`src/rtl/exec_mdu_sched.sv`:
```
// Multiply/divide scheduler for the execute stage: multi-cycle MULT/DIV with HI/LO,
// single-cycle MTHI/MTLO, pipeline stall generation and flush handling.
module exec_mdu_sched #(
    parameter int unsigned MUL_CYCLES = 4
) (
    input  logic        clk,
    input  logic        resetn,
    input  logic        valid,
    input  logic [2:0]  op,
    input  logic [31:0] a,
    input  logic [31:0] b,
    input  logic        flush,
    output logic        stall,
    output logic        busy,
    output logic        done,
    output logic [31:0] hi,
    output logic [31:0] lo
);
    localparam logic [1:0] S_IDLE = 2'd0;
    localparam logic [1:0] S_MUL  = 2'd1;
    localparam logic [1:0] S_DIV  = 2'd2;

    localparam logic [2:0] OP_MULT  = 3'd1;
    localparam logic [2:0] OP_MULTU = 3'd2;
    localparam logic [2:0] OP_DIV   = 3'd3;
    localparam logic [2:0] OP_DIVU  = 3'd4;
    localparam logic [2:0] OP_MTHI  = 3'd5;
    localparam logic [2:0] OP_MTLO  = 3'd6;

    logic [1:0]  state_q, state_d;
    logic [4:0]  cnt_q, cnt_d;
    logic        done_q, done_d;
    logic [31:0] hi_q, hi_d, lo_q, lo_d;

    logic [31:0] a_q, b_q, bmag_q, quo_q, rem_q;
    logic        sgn_q;

    logic        accept, long_op, op_sgn;
    logic [31:0] a_mag, b_mag;
    logic [32:0] rem_sh;
    logic        ge;
    logic [31:0] rem_n, quo_n, q_fix, r_fix;
    logic signed [63:0] opa, opb, prod;

    assign accept  = (state_q == S_IDLE) && valid && !done_q && !flush;
    assign long_op = (op == OP_MULT) || (op == OP_MULTU) || (op == OP_DIV) || (op == OP_DIVU);
    assign op_sgn  = (op == OP_MULT) || (op == OP_DIV);

    assign stall = resetn && !flush && ((state_q != S_IDLE) || (accept && long_op));
    assign busy  = (state_q == S_MUL) || (state_q == S_DIV);
    assign done  = done_q;
    assign hi    = hi_q;
    assign lo    = lo_q;

    assign a_mag = (op_sgn && a[31]) ? -a : a;
    assign b_mag = (op_sgn && b[31]) ? -b : b;

    // One restoring step: shift the next dividend bit in, subtract if it fits.
    assign rem_sh = {rem_q, quo_q[31]};
    assign ge     = (rem_sh >= {1'b0, bmag_q});
    assign rem_n  = ge ? (rem_sh[31:0] - bmag_q) : rem_sh[31:0];
    assign quo_n  = {quo_q[30:0], ge};
    assign q_fix  = (sgn_q && (a_q[31] ^ b_q[31])) ? -quo_n : quo_n;
    assign r_fix  = (sgn_q && a_q[31]) ? -rem_n : rem_n;

    assign opa  = {{32{sgn_q & a_q[31]}}, a_q};
    assign opb  = {{32{sgn_q & b_q[31]}}, b_q};
    assign prod = opa * opb;

    always_comb begin
        state_d = state_q;
        cnt_d   = cnt_q;
        done_d  = 1'b0;
        hi_d    = hi_q;
        lo_d    = lo_q;
        case (state_q)
            S_IDLE: begin
                if (accept) begin
                    case (op)
                        OP_MULT, OP_MULTU: begin
                            state_d = S_MUL;
                            cnt_d   = 5'(MUL_CYCLES - 1);
                        end
                        OP_DIV, OP_DIVU: begin
                            state_d = S_DIV;
                            cnt_d   = 5'd31;
                        end
                        OP_MTHI: hi_d = a;
                        OP_MTLO: lo_d = a;
                        default: ;
                    endcase
                end
            end
            S_MUL: begin
                if (cnt_q == 5'd0) begin
                    {hi_d, lo_d} = prod;
                    state_d      = S_IDLE;
                    done_d       = 1'b1;
                end else begin
                    cnt_d = cnt_q - 5'd1;
                end
            end
            S_DIV: begin
                if (cnt_q == 5'd0) begin
                    if (b_q == 32'd0) begin
                        lo_d = 32'hFFFF_FFFF;
                        hi_d = a_q;
                    end else begin
                        lo_d = q_fix;
                        hi_d = r_fix;
                    end
                    state_d = S_IDLE;
                    done_d  = 1'b1;
                end else begin
                    cnt_d = cnt_q - 5'd1;
                end
            end
            default: state_d = S_IDLE;
        endcase
        // A flush wins over any completion in the same cycle.
        if (flush) begin
            state_d = S_IDLE;
            cnt_d   = 5'd0;
            done_d  = 1'b0;
            hi_d    = hi_q;
            lo_d    = lo_q;
        end
    end

    always_ff @(posedge clk or negedge resetn) begin
        if (!resetn) begin
            state_q <= S_IDLE;
            cnt_q   <= 5'd0;
            done_q  <= 1'b0;
            hi_q    <= 32'd0;
            lo_q    <= 32'd0;
        end else begin
            state_q <= state_d;
            cnt_q   <= cnt_d;
            done_q  <= done_d;
            hi_q    <= hi_d;
            lo_q    <= lo_d;
        end
    end

    // Operand and divider working registers need no reset; they are loaded on accept.
    always_ff @(posedge clk) begin
        if (accept) begin
            a_q    <= a;
            b_q    <= b;
            sgn_q  <= op_sgn;
            bmag_q <= b_mag;
            quo_q  <= a_mag;
            rem_q  <= 32'd0;
        end else if (state_q == S_DIV) begin
            quo_q <= quo_n;
            rem_q <= rem_n;
        end
    end
endmodule

```
`config.mk`:
```
export PLATFORM = sky130hd
export DESIGN_NAME = exec_mdu_sched
export DESIGN_NICKNAME = d
export VERILOG_FILES = /design/src/rtl/exec_mdu_sched.sv
export SDC_FILE = /design/constraint.sdc
export NUM_CORES = 2
export LEC_CHECK = 0
export BUFFER_PORTS_ARGS = -buffer_cell sky130_fd_sc_hd__buf_2
export CORE_MARGIN = 4
export CORE_UTILIZATION = 60
export DETAILED_ROUTE_END_ITERATION = 8
export PLACE_DENSITY = 0.82
export SLEW_MARGIN = 40
export SYNTH_ARGS = -nofsm -noshare
export SYNTH_HDL_FRONTEND = slang
export SYNTH_SLANG_ARGS = --single-unit
export TNS_END_PERCENT = 10
```
`constraint.sdc`:
```
create_clock -name clk -period 8.7 [get_ports clk]
set_clock_uncertainty 0.15 [all_clocks]
set_input_delay 1.305 -clock clk [delete_from_list [all_inputs] [get_ports clk]]
set_output_delay 1.305 -clock clk [all_outputs]
set_load 0.005 [all_outputs]
```
==> qor.yml <==
placed_design:
  place.gp.congestion: 1.012
  dp_hpwl_um: 127200
  io_buffers: 137
synth:
  ys_async_sr_fraction: 0.3103
  syn_nets: 7372
  synth_top_area_cell: "fa_1"
  synth.avg_cell_area_um2: 8.972
  ys_seq_elements: 232
  synth_cell_type_count: 96
  synthCells: 5920
  synth.top_cells.by_area: "fa_1, inv_1, edfxtp_1"
  synth_edf_count: 128
  yosysSeqAreaShare: 0.1184
  ys_warn_count: 0
  synth_ff_type: "edfxtp_1"
  syn_area_um2: 53110
  yosysTopAreaCellShare: 0.4244
setup_path:
  crit_arrival_ps: 8790
  crit_required_ps: 9020
  crit_path_end_kind: "flop"
  path_class: "reg2reg"
  startpoint_type: "flop"
  critPathMaxFanout: 9
  rrSetupSlack_ps: 230
final_layout:
  final.fill_count: 6963
  mostFrequentLayoutCells: "inv_1, fa_1, nand2_1"
  drive_above_1_share: 0.07563
  layout_commonest_cell: "inv_1"
  fin_util: 0.6536
  nNetsFinal: 7395
  area_growth_pct: 7.423
cts:
  cts_num_sinks: 232
  cts-root-buf: "clkbuf_16"
  cts_buffer_depth: 3
  clkLatencyLatePin_ps: 570
  tritoncts: "yes"
  cts_made_buffers: 26
  cts-htree-levels: 1
  cts_hold_buffers: 0
  path_clk_slew_ps: 70
sta:
  clock.fmax_ghz: 0.1181
  worst_slew_pin_slew_ps: 891.2
  hold_viol_final: 0
  drv_slew: 0
  setup_viol: 0
  layout_min_cycle_time_ps: 8469
  max_slew_margin: 0.4059
  fin_crit_sh: 0.9735
  holdWs_ps: 323.4
die:
  rows: 108
  die_width_um: 305.5
  core_region_area_um2: 87290
  die_h_um: 305.5
  ios: 138
  initial_core_util: 0.6084
  die_area_um2: 93350
run_status:
  violations: "DRC"
  status: "finished with violations"
drt:
  first_pass_iters: 9
  wl_per_cell_um: 21.86
  ant_nets: 0
  num_vias: 42490
  route.detailed.drc: 1
  routed_wl_um: 155600
  vias_per_cell: 5.968
  drt_iter0_drc: 4262
global_route:
  grt_pass1_wl_um: 247900
  track_usage: 0.3379
  grt_antenna_before_repair: 7
  grt_start_max_net_pins: 84
  first_global_vias: 44950
  gr-total-overflow: 0
worst_hold_path:
  holdCritPathClass: "reg2reg"
run:
  maxCapViolCount: 0
final timing paths:
check | endpoint | depth (start not counted) | startpoint
setup / recovery | hi[18] | 27 | b_q[0]
hold / removal | lo[13] | 1 | lo[13]
setup reg to reg | hi[18] | 27 | b_q[0]
max in group asynchronous | hi[30] | 2 | resetn
hold reg to reg | lo[13] | 1 | lo[13]
min in group asynchronous | cnt_q[0] | 1 | resetn
state kept, by name, indices dropped and copies added (netlist names):
register / cells
a_q: 32
b_q: 32
bmag_q: 31
cnt_q: 5
done: 1
hi: 32
lo: 32
quo_q: 32
rem_q: 32
sgn_q: 1
state_q: 2
metal layers:
layer / wire length, um / global-route usage / up-vias / part of all wire
met4: 8229 / 0.1490 / 2 / 0.053
met5: 14 / 0 / - / 0.000090
met2: 73360 / 0.5482 / 2503 / 0.47
met1: 57440 / 0.4465 / 21280 / 0.37
met3: 16590 / 0.06681 / 504 / 0.11
li1: - / - / 18200 / -
synth_stat cells (7+ instances only):
| master | number |
|---|---|
| dfxtp_1 | 32 |
| and4_1 | 9 |
| xor2_1 | 69 |
| o21ai_0 | 144 |
| o31a_1 | 9 |
| o21a_1 | 14 |
| nand2b_1 | 24 |
| a21oi_1 | 211 |
| fa_1 | 1126 |
| a211o_1 | 8 |
| buf_2 | 16 |
| nor4_1 | 22 |
| nor3b_1 | 8 |
| mux2i_1 | 29 |
| a21o_1 | 59 |
| dfrtp_1 | 72 |
| o21ai_1 | 13 |
| a31oi_1 | 31 |
| inv_1 | 1196 |
| o41ai_1 | 8 |
| nand2_1 | 903 |
| o211ai_1 | 16 |
| o21bai_1 | 14 |
| clkbuf_1 | 316 |
| and3_1 | 35 |
| ha_1 | 255 |
| edfxtp_1 | 128 |
| and2_1 | 358 |
| nand4_1 | 24 |
| a211oi_1 | 45 |
| o221ai_1 | 7 |
| nor2_1 | 247 |
| nor3_1 | 61 |
| or4_1 | 10 |
| o31ai_1 | 53 |
| a221oi_1 | 22 |
| nor2b_1 | 15 |
| xnor2_1 | 129 |
| nand3b_1 | 7 |
| a311oi_1 | 14 |
| nand3_1 | 32 |
| or2_2 | 16 |
| or3_1 | 24 |
repair_timing:
| action | in CTS | in global routing |
|---|---|---|
| pin swaps | 0 | 4 |
| buffers inserted | 0 | 22 |
| resized for setup | 1 | 44 |
| endpoints found under the setup margin | 1 | 21 |
| endpoints found under the hold margin | 0 | 0 |
worst max-delay path, stage by stage, from the launching register on:
cell and delay, ps:
edfxtp_1 480, buf_4 230, nand2_1 100, inv_1 100, fa_2 640, fa_1 460, fa_2 600, clkinvlp_4 170
fa_1 510, inv_1 50, fa_1 480, fa_1 570, fa_1 500, inv_1 50, fa_1 520, inv_1 50
ha_1 340, a21o_1 200, a21o_1 170, a21oi_1 220, a21boi_0 200, o21ai_0 170, and4_1 260, o31ai_1 300
nand2_1 130, xor2_1 410, a31oi_1 170, o31ai_1 110
layout make-up:
| cell class | count | area (um^2) | share of cell area |
|---|---|---|---|
| multi-input combinational | 4152 | 41130 | 0.7209 |
| sequential | 232 | 6286 | 0.1102 |
| inverter | 1199 | 4521 | 0.07923 |
| timing repair buffer | 332 | 2750 | 0.04820 |
| tap | 1155 | 1445 | 0.02533 |
| clock buffer | 29 | 671.9 | 0.01178 |
| clock inverter | 19 | 244.0 | 0.004276 |
| antenna | 2 | 5.005 | 0.00008772 |
per-stage QoR:
stage | worst slack, ps | cells | setup TNS [ps] | area, um^2
floorplan | 5.804 | 5920 | 0 | 53120
global placement | 120.6 | 7050 | 0 | 55820
detailed placement | 14.78 | 7050 | 0 | 55840
CTS | 9.998 | 7098 | 0 | 56760
global route | -44.65 | 7118 | -54.11 | 57050
finish | 230.7 | 7120 | 0 | 57050
cells by family (layout without fill, tap and decap cells):
logic type | count (synthesis) | count (layout) | synth area share
AND/OR/NAND/NOR | 1820 | 1820 | 0.1611
multiplexers | 32 | 32 | 0.006101
XOR/XNOR | 198 | 198 | 0.03265
buffers and inverters | 1536 | 1579 | 0.1093
flip-flops | 232 | 232 | 0.1184
adder cells (fa/ha/maj) | 1381 | 1381 | 0.4845
AO/OA/AOI/OAI | 721 | 721 | 0.08804
other | 0 | 2 | 0
Power is left out: the tool's default activity adds up to more than one toggle a clock period on the data nets, which glitch-free logic cannot reach.
